$ cat src/rtl/tdm_demux.sv
// tdm_demux: recovers a frame-synchronised serial TDM stream into NCH parallel W-bit words.
// Optional build macro PARITY_EN appends one even-parity slot to every frame and validates it.
module tdm_demux #(
  parameter int NCH = 4,
  parameter int W   = 8
) (
  input  logic             clk,
  input  logic             rst_n,
  input  logic             sync_i,
  input  logic             din,
  output logic [NCH*W-1:0] out_data,
  output logic             out_valid,
  output logic             frame_err,
  output logic             busy
);

  localparam int DL = NCH * W;
`ifdef PARITY_EN
  localparam int FL = DL + 1;
`else
  localparam int FL = DL;
`endif
  localparam int SW = $clog2(FL);
  localparam logic [SW-1:0] LAST_SLOT = SW'(FL - 1);
  localparam logic [SW-1:0] ONE_SLOT  = SW'(1);

  typedef enum logic {IDLE = 1'b0, RECV = 1'b1} state_t;

  state_t         r_state;
  logic [SW-1:0]  r_slot;
  logic [DL-1:0]  r_shadow;
  logic [SW-1:0]  w_slot_in;
  logic [DL-1:0]  w_shadow_nxt;

  // Slots past the data region (the parity slot) leave the shadow untouched.
  function automatic logic [DL-1:0] put_bit(input logic [DL-1:0] sh,
                                            input logic [SW-1:0] slot,
                                            input logic          b);
    logic [DL-1:0] res;
    int            s;
    int            idx;
    res = sh;
    s   = int'(slot);
    if (s < DL) begin
      idx      = (s / W) * W + (W - 1 - (s % W));
      res[idx] = b;
    end else begin
      res = sh;
    end
    return res;
  endfunction

`ifdef PARITY_EN
  function automatic logic even_parity(input logic [DL-1:0] d);
    return ^d;
  endfunction
`endif

  // A sync pulse always restarts the frame, so its bit lands in slot 0.
  always_comb begin
    w_slot_in = r_slot;
    if ((r_state == IDLE) || sync_i) begin
      w_slot_in = '0;
    end else begin
      w_slot_in = r_slot;
    end
    w_shadow_nxt = put_bit(r_shadow, w_slot_in, din);
  end

  assign busy = (r_state == RECV);

  // Frame receiver: slot sequencing, shadow capture and atomic publication.
  always_ff @(posedge clk or negedge rst_n) begin
    if (!rst_n) begin
      r_state   <= IDLE;
      r_slot    <= '0;
      r_shadow  <= '0;
      out_data  <= '0;
      out_valid <= 1'b0;
      frame_err <= 1'b0;
    end else begin
      out_valid <= 1'b0;
      frame_err <= 1'b0;
      case (r_state)
        IDLE: begin
          if (sync_i) begin
            r_shadow <= w_shadow_nxt;
            r_slot   <= ONE_SLOT;
            r_state  <= RECV;
          end else begin
            r_slot <= '0;
          end
        end
        RECV: begin
          if (sync_i) begin
            frame_err <= 1'b1;
            r_shadow  <= w_shadow_nxt;
            r_slot    <= ONE_SLOT;
          end else if (r_slot == LAST_SLOT) begin
            r_shadow <= w_shadow_nxt;
            r_slot   <= '0;
            r_state  <= IDLE;
`ifdef PARITY_EN
            if (even_parity(r_shadow) == din) begin
              out_data  <= r_shadow;
              out_valid <= 1'b1;
            end else begin
              frame_err <= 1'b1;
            end
`else
            out_data  <= w_shadow_nxt;
            out_valid <= 1'b1;
`endif
          end else begin
            r_shadow <= w_shadow_nxt;
            r_slot   <= r_slot + ONE_SLOT;
          end
        end
        default: begin
          r_state <= IDLE;
          r_slot  <= '0;
        end
      endcase
    end
  end

endmodule

$ cat config.mk
export PLATFORM = sky130hd
export DESIGN_NAME = tdm_demux
export DESIGN_NICKNAME = d
export VERILOG_FILES = /design/src/rtl/tdm_demux.sv
export SDC_FILE = /design/constraint.sdc
export NUM_CORES = 1
export LEC_CHECK = 0
export BUFFER_PORTS_ARGS = -buffer_cell sky130_fd_sc_hd__buf_2
export CORE_MARGIN = 5
export CORE_UTILIZATION = 40
export CTS_CLUSTER_DIAMETER = 150
export DETAILED_ROUTE_END_ITERATION = 8
export GPL_TIMING_DRIVEN = 0
export HOLD_SLACK_MARGIN = 0.08
export PLACE_DENSITY = 0.67
export SYNTH_ARGS = -nofsm -noshare
export SYNTH_HDL_FRONTEND = slang
export SYNTH_SLANG_ARGS = --single-unit
$ cat constraint.sdc
create_clock -name clk -period 2.05 [get_ports clk]
set_input_delay 0.3075 -clock clk [delete_from_list [all_inputs] [get_ports clk]]
set_output_delay 0.3075 -clock clk [all_outputs]
set_load 0.005 [all_outputs]
; ---- Yosys cells after proc, flatten, opt, wreduce, memory -nomap -nowiden
; Cells that the tools add are included.
[totals]
ff_bits = 72
word_cells = 36
inputBits = 4
out_inout_bits = 35
[op_classes]
add_sub_neg = 3
eq_ne = 2
mux = 18
n_bitwise = 2
magnitude_cmp = 2
n_reduce_logical = 3
[ops]
columns = operator, n
row1 = 32-bit case mux with 2 select lines, 1
row2 = 32-bit bitwise mux, 1
row3 = 32-bit 2-to-1 mux, 1
row4 = 5-bit 2-to-1 mux, 3
row5 = 5-bit case mux with 2 select lines, 1
row6 = 1-bit 2-to-1 mux, 9
row7 = 6-bit by 4-bit adder with 7-bit output, 1
row8 = 7-bit by 1-bit greater-or-equal comparator with 1-bit output (second input constant), 1
row9 = 7-bit less-than comparator (second input constant), 1
row10 = 5-bit by 1-bit adder with 5-bit output (second input constant), 1
row11 = 1-bit demux with 5-bit select, 1
row12 = 5-bit == test (second input constant), 1
row13 = 3-bit by 3-bit subtractor with 4-bit output (first input constant), 1
row14 = 3-bit AND reduction, 1
row15 = 2-bit != test (second input constant), 1
row16 = 1-bit inverter, 2
row17 = 1-bit case mux with 2 select lines, 1
row18 = 1-bit logical AND, 1
row19 = 1-bit logical OR, 1

; ---- Longest topological paths before layout
; Gate-level depths: netlist of run 1.
[logic_depth]
ltp_word = 12
mapped_depth = 9
depth_no_buf = 6

; ---- Worst setup path after synthesis of run 1
; No wires, ideal clock.
[synth_path]
path_type = register to register
startpoint = register r_slot[3]
endpoint = register out_data[2]
t_arrival_ps = 1650
required_ps = 1918
n_path_buf = 4
path_slack_ps = 268
period_less_slack_ps = 1782
setup_ps = 132
path_stages_with_launch = 10
path_cell_list = dfrtp_1 buf_6 buf_6 and3_1 ha_1 and3b_1 buf_4 buf_2 nor2_1 a31oi_1
[synth_via]
elab_chain_cells = 7
elab_cells_between_ends = 10
cone_classes = 1 x add/sub / 2 x order compare / 1 x eq/ne / 4 x mux / 2 x reduce/logical
[synth_rtl]
columns = element, line
row1 = from (decl), 30  ; logic [SW-1:0] r_slot;
row2 = from (signal assigned), 116  ; r_slot <= r_slot + ONE_SLOT;
row3 = 5-bit 2-to-1 mux, 62  ; if ((r_state == IDLE) || sync_i) begin
row4 = 6-bit by 4-bit adder with 7-bit output, 45  ; idx = (s / W) * W + (W - 1 - (s % W));
row5 = 7-bit by 1-bit greater-or-equal comparator with 1-bit output (not written as such) / 7-bit less-than comparator (equally long branches), 46  ; res[idx] = b;
row6 = 1-bit logical AND (not written as such), 46
row7 = 1-bit 2-to-1 mux (not written as such), 46
row8 = 1-bit demux with 5-bit select, 46
row9 = 32-bit bitwise mux, 46
row10 = to (signal assigned), 111  ; out_data <= w_shadow_nxt;
row11 = to (decl), 11  ; output logic [NCH*W-1:0] out_data,
; Several ways; a longest one is shown, not always the timed one.
; A chain may end at the register's enable or synchronous reset.

; ---- Final worst setup path of run 1
[layout_path]
startpoint = register r_slot[2]
endpoint = register out_data[17]
[layout_via]
elab_chain_cells = 8
elab_cells_between_ends = 11
cone_classes = 2 x add/sub / 2 x order compare / 1 x eq/ne / 4 x mux / 2 x reduce/logical
[layout_rtl]
columns = element, line
row1 = 5-bit 2-to-1 mux, 62
row2 = 3-bit by 3-bit subtractor with 4-bit output, 45
row3 = 6-bit by 4-bit adder with 7-bit output, 45
row4 = 7-bit by 1-bit greater-or-equal comparator with 1-bit output (not written as such) / 7-bit less-than comparator (equally long branches), 46
row5 = 1-bit logical AND (not written as such), 46
row6 = 1-bit 2-to-1 mux (not written as such), 46
row7 = 1-bit demux with 5-bit select, 46
row8 = 32-bit bitwise mux, 46
; Several ways; a longest one is shown, not always the timed one.

==> results.txt, run 1 <==
The flip-flop and latch count after synthesis came out at 72. The hold-fix buffer count after cts came out at 0. The horizontal extent of the die is roughly 100 µm.

The number of clock buffers added by TritonCTS is 9. The final critical-path required period is about 1.9 ns. The maximum clock frequency is just over 0.5 GHz. The vertical die dimension came out at 102 µm. The number of global-route vias before repair is approximately 2.7k. The starting DRC count in detailed routing is 182. The element type at the critical path start is a flop.

The post-synthesis net count came out at about 330. The longest individual stage delay on the worst path came out at 0.40 ns. The library cell with the largest summed area after synthesis is dfrtp_1.

The path class of the tightest hold or removal check is primary input to async pin. The post-route antenna net violation count is 0. For this run, the number of standard cells in the final layout without fillers is 480.

The met3 routing resource usage after global routing is 3.34%. The die area came out at approximately 10000 µm². The overall fraction of global-route tracks in use is ~17%. The flow ran to the end, and the final reports show no timing, DRC or antenna violations. The largest fanout on the critical path came out at 10.

The gate count after technology mapping came out at 318. In this design, the largest share of critical-path delay is due to buffers and inverters. In this run the register-to-register setup slack is 0.11 ns. The number of max-cap violations is 0. In this run, placement finished with an instance count of ~460.

In this run the power density over the cells is between 700 and 800 nW/µm². The number of endpoints with negative hold slack in the final report came out at 0. After the last flow step, the layout net total stands at around 380. The post-synth design cell area is roughly 3400 µm². The worst setup skew after layout came out at 0.00602 ns. The class of the most critical setup path is flop to flop. The number of antenna violations at the first check in global routing is 0. The clock drives 72 sinks. The area of all placed cells without fillers is roughly 4000 µm². The cell sitting at the root of the clock tree is a clkbuf_8.

The first global-routing pass estimated approximately 14 mm of wire. Setup violations remaining at the end of the flow were counted as 0. The number of synthesis warnings came out at 0. The number of buffers and inverters on the critical path is 4.

The library cell used most frequently in the layout, excluding fill and tap cells, is dfrtp_1. The static leakage came out at 1.97 nW. The sequential element share of the synthesized area is 53.2%. The repair_antennas step left the layout with diodes totalling 0. The deepest level of the CTS H-tree is 3. The clock latency on the worst-skew pair came out at 0.35 ns. The number of rows in the core area came out at 33. Walking the worst path, the cells encountered are buf_6 -> buf_6 -> and3_1 -> ha_1 -> and3b_1 -> buf_4 -> clkbuf_4 -> a31oi_1. In the routed design, unresolved DRC markers number 0.

The count of TritonRoute iterations in the first routing pass is 5. The setup slack of the critical path after layout is roughly 0.11 ns. The peak supply drop came out at 0.298 mV. The transition at the pin with the smallest max-transition slack is ~0.9 ns. The logic depth of the worst register-to-register path came out at 8. STA classifies the critical path endpoint as a flop.

The global route total overflow came out at 0. The CTS tree is built. Counting distinct cell types in the post-synthesis netlist gives 42. The largest net degree at the start of global routing came out at 73. In this run the biggest area consumer among cell types represents around 53% of the synthesized area. The post-synthesis area per instance came out at about 11 µm².

The detailed-route via count is ~2.6k. By area the synthesized netlist is led by dfrtp_1, a31oi_1, nand2_1, nor2_1, o21ai_0. The relative slew slack came out at ~39%. The data required time at the worst endpoint came out at 2.27 ns.

Summed over all layers, the routed wires come to ~8 mm. The final number of max-transition violations is 0. The last weighted congestion value of the routability-driven placer is 0.859. The critical path depth in cells came out at 8. The placeable core area came out at a little over 8000 µm².

The slowest cell on the critical path is dfrtp_2. The post-placement worst setup slack is -0.0582 ns. The wire length per cell after detailed routing is ~17 µm. In the routed layout, each cell is associated on average with a via count of 5.44.

The count of input and output buffers came out at 38. The detailed placement HPWL came out at 5.54 mm. The post-route core utilization came out at around half. The layer flagged by global routing as most heavily used is met2. In the layout the commonest cells are dfrtp_1, nand2_1, buf_2. The data arrival time of the critical path is 2.16 ns.

The number of I/O pins is 39. The number of buffers between clock root and the deepest sink is 2. The clock input transition at the sequential cells of the worst setup and hold paths came out at 0.07 ns.

The cell that appears most often on the critical path is buf_6. The share of cells above drive strength 1 came out at 28.8%. The area after detailed placement came out at roughly 3700 µm².

The starting density of the core is just over 40%. The global-route track usage on met2 came out at between 20% and 30%. The part of the cycle the worst path needs is a little over nine tenths. The routing usage on met1 is 23.5%. The area growth from synthesis to layout is 17.2%.
[cells in the mapped netlist]
library cell   n
and4_1         1
nand2_1       55
nand4bb_1      6
clkbuf_2       1
o21ai_0       21
nand4b_1       4
o21ai_1       10
buf_2         11
or4b_1         1
nor4_4         1
inv_1          2
or3b_4         1
xor2_1         1
nor3_1         2
nand3_1        5
and3b_1        1
clkbuf_8       1
nand3b_1       1
buf_6          8
nor2b_1        2
a31oi_1       33
or2_2          1
ha_1           3
xnor2_1        1
and4b_1        5
dfrtp_1       72
nor4b_4        4
clkbuf_4       1
nor3b_1        1
nor2_1        32
and4bb_2       7
mux2_1         1
or4_4          1
and2_1         3
nand2b_1       1
o21ai_2        7
or4b_4         3
buf_4          3
and3_1         1
a21o_1         1
clkbuf_1       1
nand4_1        1
[state kept, by name, indices dropped and copies added (netlist names)]
name,cells
frame_err,1
out_data,32
r_shadow,32
r_slot,5
out_valid,1
busy,1
[logic make-up (layout without fill, tap and decap cells)]
family / after synthesis / count (layout) / synth area share [%]
AOI/OAI and AO/OA: 72 / 72 / 12.7
xor gates and xnor gates: 2 / 2 / 0.518
adders and majority gates: 3 / 3 / 1.11
buffers and inverters: 28 / 85 / 6.06
DFF: 72 / 72 / 53.2
muxes: 1 / 1 / 0.333
and+or+nand+nor: 140 / 140 / 26.0
[path summary, 6_finish.rpt]
check | startpoint | endpoint
max reg2reg | r_slot[2] | out_data[17]
min | rst_n | frame_err
min in group clk | din | r_shadow[7]
min reg2reg | r_shadow[21] | r_shadow[21]
max | r_slot[2] | out_data[17]
max in group asynchronous | rst_n | r_slot[0]
[stage by stage]
stage / power, mW / TNS, ns / hold slack [ns]
CTS: 3.14 / 0 / 0.125
detailed placement: 1.91 / -0.705 / 0.467
global placement: 1.89 / -0.552 / 0.454
global route: 3.24 / -0.00930 / 0.164
floorplan: 1.80 / 0 / 0.0119
finish: 3.11 / 0 / 0.0681
[where the power goes]
part | leakage, nW | internal, mW | switching (mW)
combinational | 0.886 | 0.144 | 0.215
sequential | 0.979 | 1.49 | 0.0318
clock | 0.108 | 0.718 | 0.508
[cell type report]
type / count / area (µm²)
clock inverters: 3 / 65.1
multi-input cells: 218 / 1380
clock buffers: 13 / 149
inverters: 2 / 7.51
repair buffers: 41 / 215
fillers: 810 / 4250
flip-flops and latches: 72 / 1810
plain buffers: 26 / 216
well taps: 105 / 131
[metal layers]
metal,routed length (µm),up-vias
met5,0,-
met4,171,0
met3,379,16
met2,3740,66
met1,3650,1287
li1,-,1244
[repair_timing]
action                                  CTS  global route
endpoints found under the setup margin   31            30
gates cloned                              0             0
gates resized for setup                   5             5
pin swaps                                 0             0
setup buffers                             0             3
No activity file was read; power rests on OpenSTA's default activity.
==> run 2, diff against run 1 <==
--- a/config.mk
+++ b/config.mk
@@ -12,7 +12,7 @@
 export DETAILED_ROUTE_END_ITERATION = 8
 export GPL_TIMING_DRIVEN = 0
 export HOLD_SLACK_MARGIN = 0.08
-export PLACE_DENSITY = 0.67
+export PLACE_DENSITY = 0.57
 export SYNTH_ARGS = -nofsm -noshare
 export SYNTH_HDL_FRONTEND = slang
 export SYNTH_SLANG_ARGS = --single-unit
==> results.txt, run 2 (synthesis gave the netlist of run 1 again) <==
The run finished with clean final reports. The worst slack on hold paths is ~0.28 ns. The number of global-route vias before repair came to between 2k and 3k. In the routed design, unresolved DRC markers number 0. The floorplan step defined a die boundary enclosing 10400 µm².

The part of the cycle the worst path needs is between 90% and 100%. The total number of nets in the final design came out at 377. The starting DRC count in detailed routing came out at around 130. The clock net sink count is 72.

The clock latency on the worst-skew pair is 0.35 ns. The power per standard cell area came out at 787 nW/µm². The startpoint identified for the worst hold timing path is din. Before CTS, the worst setup slack after placement is -0.0867 ns. The global route total overflow came out at 0. The number of instances in the placed design is approximately 460. The area added between synthesis and finish is 17.9%. The overall fraction of global-route tracks in use came out at about 17%. The static leakage is between 1.5 and 2 nW. The cell at the root of the clock tree is clkbuf_8. The worst setup path is launched from a flop. The terminating pin of the worst hold path is out_data[25]. The clock input transition at the sequential cells of the worst setup and hold paths is around 0.080 ns. Setup violations remaining at the end of the flow were counted as 0. The number of buffers created by CTS came out at 9.

The post-route antenna net violation count is 0. The tool flagged a number of max-cap violations equal to 0. The count of cells in the finished layout, fillers not included, comes to 480. In the routed layout, each cell is associated on average with a via count of between 5 and 6.

The final-layout fill cell count is around 800. Headroom to the max-slew limit came out at between 70% and 80%. The largest fanout on the critical path is 19. The logic depth of the worst register-to-register path came out at 7. The first global-routing pass estimated 13.8 mm of wire. The number of diodes added for antenna fixing came out at 0. In the final layout, the registers with the most flip-flops are out_data (32), r_shadow (32), r_slot (5). The area after detailed placement came out at roughly 3700 µm². Across the VDD grid, the largest voltage drop is between 0.3 and 0.4 mV. The critical register-to-register path startpoint is r_slot[2]. For this block, the via count after detailed routing is ~2.5k. The library cells used most frequently in the layout, excluding fill and tap cells, are dfrtp_1, nand2_1, buf_2. The maximum clock frequency is around 0.53 GHz. The class of the worst hold path is primary input to flop. The deepest level of the CTS H-tree came out at 3. The final critical-path required period came out at ~1.9 ns.

The placeable core area came out at roughly 8200 µm². The HPWL after detailed placement is about 5.7 mm. The total detailed-routing wirelength came out at 8.06 mm. The horizontal extent of the die is just over 100 µm.

The number of buffers between clock root and the deepest sink came out at 2. The worst setup skew after layout is between 0.008 and 0.009 ns. Entering global routing, the biggest net connects 45 pins.

TritonCTS built the clock tree. The vertical die dimension came out at ~100 µm. The share of cells above drive strength 1 is just under 30%. The number of antenna violations at the first check in global routing is 0. The congestion estimate from routability-driven global placement came to roughly 0.83. The count of input and output buffers is 38. Adding up every negative setup slack in the final design gives 0 ns. At the worst endpoint, the arrival time is 2.11 ns.

The starting density of the core is 41.2%. The data required time at the worst endpoint is 2.27 ns. By startpoint and endpoint, the worst setup path is classified as flop to flop. The number of I/O pins is 39. The final number of max-transition violations is 0.

The library cell used most frequently in the layout, excluding fill and tap cells, is dfrtp_1. The pre-antenna-repair detailed-routing pass consisted of 4 iterations. The wire length per cell after detailed routing is about 17 µm. The transition at the pin with the smallest max-transition slack is ~0.41 ns. The endpoint of the lowest-slack register-to-register path is out_data[17]. The number of endpoints with negative hold slack in the final report was 0. The setup slack of the critical path after layout is 0.158 ns. The flop-to-flop setup slack is about 0.16 ns. The area of all placed cells without fillers came out at 3990 µm². The instance count along the most critical hold path came out at 3. The floorplan has 33 rows. STA classifies the critical path endpoint as a flop.
==> run 2: changes by cell type in the layout (fill, tap and decap cells not counted) <==
cell / delta
clkinv_2: +1
buf_16: +1
clkbuf_1: -3
clkbuf_8: -1
clkinv_4: +3
buf_6: -2
dlygate4sd3_1: +1
==> run 2: layer usage <==
metal  vias to the layer above  part of all wire [%]  GRT usage (%)
met5                         -                     0              0
met4                         0                   1.8           6.66
met3                        10                   4.2           3.28
met2                        52                    44           26.1
met1                      1213                    50           24.5
li1                       1246                     -              -
==> run 2: worst max path at each step <==
| stage | startpoint | slack, ns | to | depth (start not counted) |
|---|---|---|---|---|
| CTS | r_slot[2] | 0.0007 | out_data[17] | 8 |
| floorplan | r_slot[3] | 0.27 | out_data[2] | 9 |
| global route | r_slot[2] | -0.0008 | out_data[20] | 8 |
| detailed placement | r_slot[2] | -0.09 | out_data[17] | 8 |
| global placement | r_slot[2] | -0.08 | out_data[17] | 8 |
| finish | r_slot[2] | 0.16 | out_data[17] | 7 |
==> run 2: area by class of cell <==
| cell class | count | area (µm²) | share of cell area, % |
|---|---|---|---|
| flip-flops and latches | 72 | 1810 | 45.3 |
| multi-input cells | 218 | 1380 | 34.5 |
| repair buffers | 43 | 253 | 6.34 |
| plain buffers | 24 | 194 | 4.86 |
| well taps | 105 | 131 | 3.29 |
| clock buffers | 9 | 124 | 3.11 |
| clock inverters | 7 | 96.3 | 2.42 |
| inverters | 2 | 7.51 | 0.188 |
==> run 2: stage by stage <==
stage	total power, mW	utilization (%)
finish	3.14	48.5
global route	3.28	48.5
CTS	3.17	48.3
detailed placement	1.92	45.5
global placement	1.90	45.1
floorplan	1.80	-
==> run 2: what timing repair did <==
action,in CTS,in global routing
resized for setup,4,7
cloned,0,0
endpoints found under the hold margin,28,0
setup buffers,0,3
hold buffers,1,0
setup endpoints to repair,31,32
==> run 2: report_power, final <==
group / switching, mW / internal, mW
registers: 0.0314 / 1.49
logic: 0.215 / 0.143
clock network: 0.568 / 0.687
==> run 2: critical path: stages, from the launching register on <==
cell      delay (ns)
dfrtp_2         0.43
buf_6           0.23
and3_1          0.22
ha_1            0.17
and3b_1         0.17
buf_4           0.18
clkbuf_4        0.23
a31oi_1         0.11
